File: config.mk
export PLATFORM = sky130hd
export DESIGN_NAME = bcd_to_binary_encoder
export DESIGN_NICKNAME = d
export VERILOG_FILES = /design/src/rtl/bcd_to_binary_encoder.sv
export SDC_FILE = /design/constraint.sdc
export NUM_CORES = 1
export LEC_CHECK = 0
export ABC_AREA = 1
export ABC_CLOCK_PERIOD_IN_PS = 1500
export CAP_MARGIN = 0
export CORE_MARGIN = 1.5
export CORE_UTILIZATION = 49
export CTS_CLUSTER_SIZE = 28
export DETAILED_ROUTE_END_ITERATION = 6
export PLACE_DENSITY = 0.82
export RECOVER_POWER = 100
export SYNTH_ARGS = -nofsm -noshare
export SYNTH_HDL_FRONTEND = slang
export SYNTH_SLANG_ARGS = --single-unit
File: constraint.sdc
create_clock -name clk -period 1.5 [get_ports clk]
set_clock_uncertainty 0.2 [all_clocks]
set_input_delay 0.3 -clock clk [delete_from_list [all_inputs] [get_ports clk]]
set_output_delay 0.3 -clock clk [all_outputs]
set_load 0.05 [all_outputs]
File: src/rtl/bcd_to_binary_encoder.sv
// bcd_to_binary_encoder
// Sequential reverse double-dabble converter: three BCD digits (0-999) in,
// 10-bit binary out. Uses a start/busy/done handshake and flags any digit
// above 9 as an error without running a conversion.
module bcd_to_binary_encoder (
  input  logic       clk,
  input  logic       rst_n,
  input  logic       start,
  input  logic [3:0] hundreds,
  input  logic [3:0] tens,
  input  logic [3:0] ones,
  output logic [9:0] binary_out,
  output logic       busy,
  output logic       done,
  output logic       error
);

  typedef enum logic [1:0] {
    IDLE    = 2'd0,
    CONVERT = 2'd1,
    DONE    = 2'd2
  } state_t;

  state_t      state;
  logic [11:0] bcd_sr;
  logic [11:0] bin_sr;
  logic [3:0]  cnt;

  logic [23:0] shifted;
  logic [11:0] bcd_next;
  logic [11:0] bin_next;
  logic        digit_bad;

  assign digit_bad = (hundreds > 4'd9) || (tens > 4'd9) || (ones > 4'd9);

  // One reverse double-dabble step: shift right, then pull each BCD nibble
  // that reached 8 or more back down by 3.
  always_comb begin
    shifted  = {bcd_sr, bin_sr} >> 1;
    bin_next = shifted[11:0];
    bcd_next = shifted[23:12];
    for (int unsigned i = 0; i < 3; i++) begin
      if (bcd_next[i*4 +: 4] >= 4'd8) begin
        bcd_next[i*4 +: 4] = bcd_next[i*4 +: 4] - 4'd3;
      end
    end
  end

  // Control FSM with registered handshake outputs and the shift registers.
  always_ff @(posedge clk) begin
    if (!rst_n) begin
      state      <= IDLE;
      bcd_sr     <= '0;
      bin_sr     <= '0;
      cnt        <= '0;
      binary_out <= '0;
      busy       <= 1'b0;
      done       <= 1'b0;
      error      <= 1'b0;
    end else begin
      case (state)
        IDLE: begin
          done <= 1'b0;
          if (start) begin
            if (digit_bad) begin
              error      <= 1'b1;
              binary_out <= '0;
              done       <= 1'b1;
              state      <= DONE;
            end else begin
              bcd_sr <= {hundreds, tens, ones};
              bin_sr <= '0;
              cnt    <= '0;
              error  <= 1'b0;
              busy   <= 1'b1;
              state  <= CONVERT;
            end
          end
        end
        CONVERT: begin
          bcd_sr <= bcd_next;
          bin_sr <= bin_next;
          cnt    <= cnt + 4'd1;
          if (cnt == 4'd11) begin
            binary_out <= bin_next[9:0];
            busy       <= 1'b0;
            done       <= 1'b1;
            state      <= DONE;
          end
        end
        DONE: begin
          done  <= 1'b0;
          state <= IDLE;
        end
        default: begin
          busy  <= 1'b0;
          done  <= 1'b0;
          state <= IDLE;
        end
      endcase
    end
  end

endmodule

==> results of run 1 <==
-- layout make-up --
cell class / instances / share of cell area [%]
clock buffers: 7 / 2.64
repair buffers: 66 / 20.4
well taps: 50 / 2.16
clock inverters: 1 / 1.04
multi-input cells: 210 / 40.4
inverters: 28 / 3.64
flip-flops and latches: 42 / 29.7
-- what timing repair did --
action                                  4_1_cts  5_1_grt
endpoints found under the setup margin       42       38
pin swaps                                     8       21
gates resized for setup                      34       47
cloned                                        1        0
setup buffers                                 1        4
-- metrics by stage --
step / setup TNS, ns / utilization [%] / hold WS [ns] / power, mW / setup slack (ns)
global route: -0.496 / 71.7 / 0.278 / 3.23 / -0.0722
CTS: 0 / 72.3 / 0.264 / 3.14 / 0.000113
floorplan: 0 / - / 0.240 / 1.83 / 0.0181
global placement: -17.72 / 67.5 / 0.247 / 2.20 / -0.453
finish: -0.00440 / 71.7 / 0.264 / 3.09 / -0.00440
detailed placement: -19.44 / 67.5 / 0.253 / 2.22 / -0.513
-- registers in the layout (all words and copies together), names as in the netlist --
register / count
binary_out: 10
cnt: 4
error: 1
bin_sr: 11
state: 2
bcd_sr: 12
busy: 1
done: 1
-- worst min path at each step --
stage	slack, ns	to	start
final	0.26	bin_sr[7]	bin_sr[7]
after CTS	0.26	bin_sr[1]	bin_sr[1]
after detailed placement	0.25	bin_sr[1]	bin_sr[1]
after global routing	0.28	bin_sr[7]	bin_sr[7]
after global placement	0.25	bin_sr[3]	bin_sr[3]
after floorplan	0.24	bin_sr[10]	bin_sr[10]
-- metal layers --
layer | up-vias | GRT usage [%] | routed length, um
met5 | - | 0 | 0
met4 | 0 | 9.75 | 121
met3 | 14 | 5.59 | 216
met2 | 43 | 40.5 | 2660
met1 | 943 | 24.2 | 2170
li1 | 1041 | - | -
-- where the power goes --
| group | switching (mW) | internal (mW) |
|---|---|---|
| registers | 0.0751 | 1.20 |
| logic | 0.554 | 0.388 |
| clock network | 0.373 | 0.498 |
| total | 1.00 | 2.09 |
-- worst min-delay path, cell delays in order (launching register included) --
cell and delay, ns:
dfxtp_1 0.31, nand2_1 0.06, a21oi_1 0.05
-- cell usage in the layout (no fill, tap or decap), drive strengths merged --
cell type      netlist  final
inv                 28     28
bufinv               0      1
ha                   5      5
o21ai                8      8
a21oi               38     38
nor2                35     35
nand3b               1      1
xor2                 2      2
nand3               23     23
clkdlybuf4s50        0      4
a21boi               4      4
dfxtp               42     42
clkbuf               4     15
nand4                1      1
or2                  3      3
dlymetal6s2s         0      4
nand2               89     90
dlygate4sd2          0      6
buf                 12     44
-- kinds of logic (layout without fill, tap and decap cells) --
kind of cell,Yosys count,in the layout,share of synthesized area [%]
buffers and inverters,44,102,10.4
DFF,42,42,40.7
adders and majority gates,5,5,3.03
and+or+nand+nor,152,153,31.3
xor gates and xnor gates,2,2,0.848
AOI/OAI and AO/OA,50,50,13.7
==> reports/qor.txt, run 1 <==
result of the run: complete, but fails checks
violated checks: setup timing
first-pass GRT wire length: 7800 um
proportion of layout cells with a drive suffix above 1: 31.6%
Post-synth EDFFs: 0
Num CTS Buffers: 5
length of the first detailed-routing pass in iterations: 4
Worst R2R End: binary_out[8]
endpoint of the worst setup timing path: binary_out[8]
count of buffer and inverter cells on the critical path: 1
TritonCTS sink count: 42
All-Layer GR Usage: 22.3%
number of max-capacitance violations reported: 0
Post-DRT Antenna Nets: 0
maximum fanout along the worst path: 4
cell depth of the worst hold path: 2
footprint of the flip-flops and latches: 858 um^2
Critical path origin: cnt[1]
arrival time of the worst setup path: 1.50 ns
htree depth: 2
most common library cells after synthesis: 87 x nand2_1, 42 x dfxtp_1, 37 x a21oi_1, 33 x nor2_1, 28 x inv_1
register-to-register setup slack: -0.004 ns
buffers added on ports: 27
Post-Syn Area per Cell: 7.00 um^2
worst min-delay path category: reg2reg
beginning of the worst register-to-register path: cnt[1]
category of the worst setup path capture point: flip-flop
number of diodes: 0
Area growth syn-to-layout: 39.9%
final instance area: 0.00289 mm^2
final weighted congestion in routability-driven placement: 0.891
largest net degree at the start of global routing: 26
share of async-settable or async-resettable flops after synthesis: 0%
Clk pin slew, worst setup/hold paths: 0.08 ns
Crit path depth: 7
cell depth of the worst flop-to-flop path: 7
multi-input gate area in the final layout: 0.00117 mm^2
critical path data required time: 1.50 ns
final hold vios: 0
master of the slowest instance on the critical path: dfxtp_2
kind of start point of the critical path: flip-flop
worst-skew pair later-pin latency: 0.30 ns
tightest slew margin relative to the limit: 81.6%
Layout Cells excl Fill: 404
via count of the first global-routing pass: 1884
Yosys reg bits: 42
Detail Placement HPWL: 3310 um
fin crit share: 100%
Peak VDD IR: 0.807 mV
I/O pin count: 28
clock tree from TritonCTS: done
net count of the mapped netlist: 315
initial standard-cell utilization of the core: 51.3%
worst-case setup margin in the final layout: -0.00440 ns
Lkg Pwr: 1.38 nW
aggregate global routing overflow: 0
cell taking the most area after synthesis: dfxtp_1
cell types occupying the most area after synthesis: dfxtp_1 41%, nand2_1 16%, a21oi_1 9.0%
y dimension of the die: 67.9 um
DIE WIDTH: 67.9 um
area post-placement: 0.00272 mm^2
net total in the final layout: 373
PD cells: 1070 mW/mm^2
max incr delay on CP: 0.36 ns
routed via count: 2041
ordered list of cells on the worst path: ha_4, nand3b_4, o21ai_4, buf_6, nand3_2, nand2_1, nor2_2
post-synthesis cell type count: 24
final period demand of the worst path: 1.50 ns
Peak Freq: 665 MHz
synthesized cell area: 0.00207 mm^2
hold-fix buffers at CTS: 0
share of the synthesized area in the top cell type: 40.7%
number of antenna violations at the first check in global routing: 0
setup repair after global routing missed its margin: yes
Worst Path Class, Setup: reg2reg
number of DRC violations after detailed routing: 0
Clock Tree Buf Depth: 2
number of slew-limit violations in the final report: 0
detail-routed via count per cell: 5.05
total of endpoints with negative setup slack in the final report: 1
count of standard-cell rows: 23
area of the die: 0.00461 mm^2
filler instances: 282
most used flip-flop cell after synthesis: dfxtp_1
Seq/Total Area, Yosys: 40.7%
1st-iter DRT viols: 128
total placed cells including tap cells: 391
CP delay by family, top: flip-flops
cell count after synthesis: 295
actual transition at the worst max-transition pin: 0.277 ns
wire length reported by the detailed router: 5160 um
most instantiated library cell after synthesis: nand2_1
core outline area: 0.00403 mm^2
count of yosys warnings during synthesis: 0
clock root buffer: clkbuf_8
Routed WL per cell: 12.8 um
(Power assumes the default switching activity.)
==> inputs of run 2 (changes only) <==
--- a/config.mk
+++ b/config.mk
@@ -6,7 +6,7 @@
 export NUM_CORES = 1
 export LEC_CHECK = 0
 export ABC_AREA = 1
-export ABC_CLOCK_PERIOD_IN_PS = 1500
+export ABC_CLOCK_PERIOD_IN_PS = 1380
 export CAP_MARGIN = 0
 export CORE_MARGIN = 1.5
 export CORE_UTILIZATION = 49
@@ -14,6 +14,7 @@
 export DETAILED_ROUTE_END_ITERATION = 6
 export PLACE_DENSITY = 0.82
 export RECOVER_POWER = 100
+export SKIP_CTS_REPAIR_TIMING = 1
 export SYNTH_ARGS = -nofsm -noshare
 export SYNTH_HDL_FRONTEND = slang
 export SYNTH_SLANG_ARGS = --single-unit
==> constraint.sdc (replaced) <==
create_clock -name clk -period 1.38 [get_ports clk]
set_clock_uncertainty 0.2 [all_clocks]
set_input_delay 0.276 -clock clk [delete_from_list [all_inputs] [get_ports clk]]
set_output_delay 0.276 -clock clk [all_outputs]
set_load 0.05 [all_outputs]
==> reports/qor.txt, run 2 (synthesis results as in run 1) <==
result of the run: complete, but fails checks
violated checks: setup timing
Peak VDD IR: 0.748 mV (-7.3%)
detail-routed via count per cell: 5.29 (+4.6%)
DIE WIDTH: 67.9 um (unchanged)
top library cells by usage in the layout, fill and taps aside: 77 x nand2_1, 34 x dfxtp_1, 31 x nor2_1, 31 x buf_4, 30 x a21oi_1
number of antenna violations at the first check in global routing: 0 (unchanged)
number of slew-limit violations in the final report: 0 (unchanged)
total power: 3.45 mW (+12%)
final period demand of the worst path: 1.54 ns (+0.0342 ns)
number of diodes: 0 (unchanged)
All-Layer GR Usage: 20.6% (-1.7 points)
most frequent standard cell in the layout excluding fill and tap cells: nand2_1
arrival time of the worst setup path: 1.54 ns (+0.04 ns)
worst-skew pair later-pin latency: 0.30 ns (about the same)
Switching Power: 1.16 mW (+16%)
number of max-capacitance violations reported: 0 (unchanged)
final hold vios: 0 (unchanged)
buffers added on ports: 27 (unchanged)
final weighted congestion in routability-driven placement: 0.829 (-7.0%)
top flop regs: bcd_sr: 12 flops, bin_sr: 11 flops, binary_out: 10 flops
I/O pin count: 28 (unchanged)
clock group share of total power: 24.0% (-4.2 points)
fin crit share: 111% (+11 points)
clock root buffer: clkbuf_8
actual transition at the worst max-transition pin: 0.422 ns (+0.145 ns)
CP delay by family, top: flip-flops
routed via count: 2178 (+6.7%)
Clk pin slew, worst setup/hold paths: 0.08 ns (about the same)
max incr delay on CP: 0.38 ns (+0.02 ns)
DRT met1 WL: 2220 um (+2.6%)
number of DRC violations after detailed routing: 0 (unchanged)
initial standard-cell utilization of the core: 51.3% (unchanged)
kind of start point of the critical path: flip-flop
DR top layer: met4
internal power of the cells: 2.29 mW (+9.7%)
largest net degree at the start of global routing: 26 (unchanged)
critical path data required time: 1.38 ns (-0.12 ns)
Post-DRT Antenna Nets: 0 (unchanged)
first-pass GRT wire length: 7340 um (-5.8%)
max reg flops: 12 (unchanged)
Area growth syn-to-layout: 53.7%
via count of the first global-routing pass: 1832 (-2.8%)
most flop-heavy register: bcd_sr
met3 wire length: 303 um (+40%)
Peak Freq: 650 MHz (-2.2%)
PD cells: 1090 mW/mm^2 (+1.7%)
htree depth: 2 (unchanged)
Routed WL per cell: 13.3 um (+4.2%)
Worst Path Class, Setup: reg2reg
met2 WL post-DR: 2830 um (+6.4%)
wire length reported by the detailed router: 5480 um (+6.2%)
Clock Tree Buf Depth: 2 (unchanged)
switch share: 33.6% (+1.2 points)
setup repair after global routing missed its margin: yes
relative contribution of sequential cells to total power: 41.0% (-0.3 points)
tightest slew margin relative to the limit: 71.8% (-9.8 points)
fraction of power consumed by combinational cells: 35.0% (+4.5 points)
total of endpoints with negative setup slack in the final report: 29 (+28)
length of the first detailed-routing pass in iterations: 5 (+1)
proportion of layout cells with a drive suffix above 1: 35.4% (+3.7 points)
TritonCTS sink count: 42 (unchanged)
master of the slowest instance on the critical path: dfxtp_4
1st-iter DRT viols: 165 (+29%)
category of the worst setup path capture point: flip-flop
worst min-delay path category: in2reg
net total in the final layout: 381 (+2.1%)
count of standard-cell rows: 23 (unchanged)
ordered list of cells on the worst path: inv_2, nand2_2, buf_6, o21ai_4, buf_4, nand3_1, nand2_1, nor2_1
Lkg Pwr: 1.52 nW (+10%)
worst-case setup margin in the final layout: -0.159 ns (-0.154 ns)
y dimension of the die: 67.9 um (unchanged)
maximum fanout along the worst path: 5 (+1)
Detail Placement HPWL: 3380 um (+1.9%)
share of the core filled with cells in the final layout: 78.8% (+7.0 points)
aggregate global routing overflow: 0 (unchanged)
area of the die: 0.00461 mm^2 (unchanged)
clock tree from TritonCTS: done
count of buffer and inverter cells on the critical path: 3 (+2)
core outline area: 0.00403 mm^2 (unchanged)
Num CTS Buffers: 5 (unchanged)
## run 2: cell types whose count changed in the layout (fill, tap and decap cells not counted), moves of 3 or more
cell,delta
buf_12,+12
clkbuf_2,-8
buf_4,+7
dlygate4sd2_1,-6
dlymetal6s2s_1,+6
buf_2,-4
o21ai_1,-4
a21oi_1,-3
a21oi_2,+3
nor2_1,+3
o21ai_2,+3
## run 2: final timing paths
check / start / end / slack, ns / cells past startpoint
worst max-delay path: state[1] / binary_out[2] / -0.16 / 8
worst min-delay path: hundreds[2] / bcd_sr[10] / 0.22 / 5
worst max register to register: state[1] / binary_out[2] / -0.16 / 8
worst min register to register: bcd_sr[9] / bcd_sr[9] / 0.26 / 2
## run 2: area by class of cell
class                   instances  area, um^2
multi-input cells             210        1190
flip-flops and latches         42         858
repair buffers                 74         856
fillers                       261         855
inverters                      28         110
clock buffers                   6        82.6
well taps                      50        62.6
clock inverters                 2        12.5
## run 2: per-layer routing
| metal | GRT usage [%] | vias to the layer above |
|---|---|---|
| met1 | 23.8 | 1002 |
| li1 | - | 1063 |
| met5 | 0 | - |
| met4 | 6.50 | 0 |
| met2 | 37.7 | 90 |
| met3 | 4.11 | 23 |
## run 2: worst reg2reg max path, delay by kind of cell, from the launching register on
kind | cells | cell delay, ns
AOI/OAI and AO/OA | 1 | 0.27
and+or+nand+nor | 4 | 0.22
DFF | 1 | 0.38
buffers and inverters | 3 | 0.36
## run 2: power groups by stage
stage               Sequential, mW  Combinational [mW]  Clock (mW)
floorplan                     1.53               0.460           0
global placement              1.42               0.972           0
detailed placement            1.43               0.992           0
CTS                           1.40               0.997       0.836
global route                  1.43                1.29       0.891
finish                        1.42                1.21       0.827
## run 2: through the flow
| step | worst slack, ns | hold slack, ns | cell area, um^2 | setup TNS, ns | instances |
|---|---|---|---|---|---|
| detailed placement | -0.523 | 0.251 | 2750 | -19.64 | 394 |
| global route | -0.242 | 0.248 | 3170 | -4.51 | 412 |
| floorplan | -0.102 | 0.240 | 2090 | -0.752 | 295 |
| CTS | -0.215 | 0.263 | 2840 | -6.91 | 402 |
| finish | -0.159 | 0.223 | 3170 | -2.00 | 412 |
| global placement | -0.520 | 0.246 | 2750 | -19.48 | 394 |
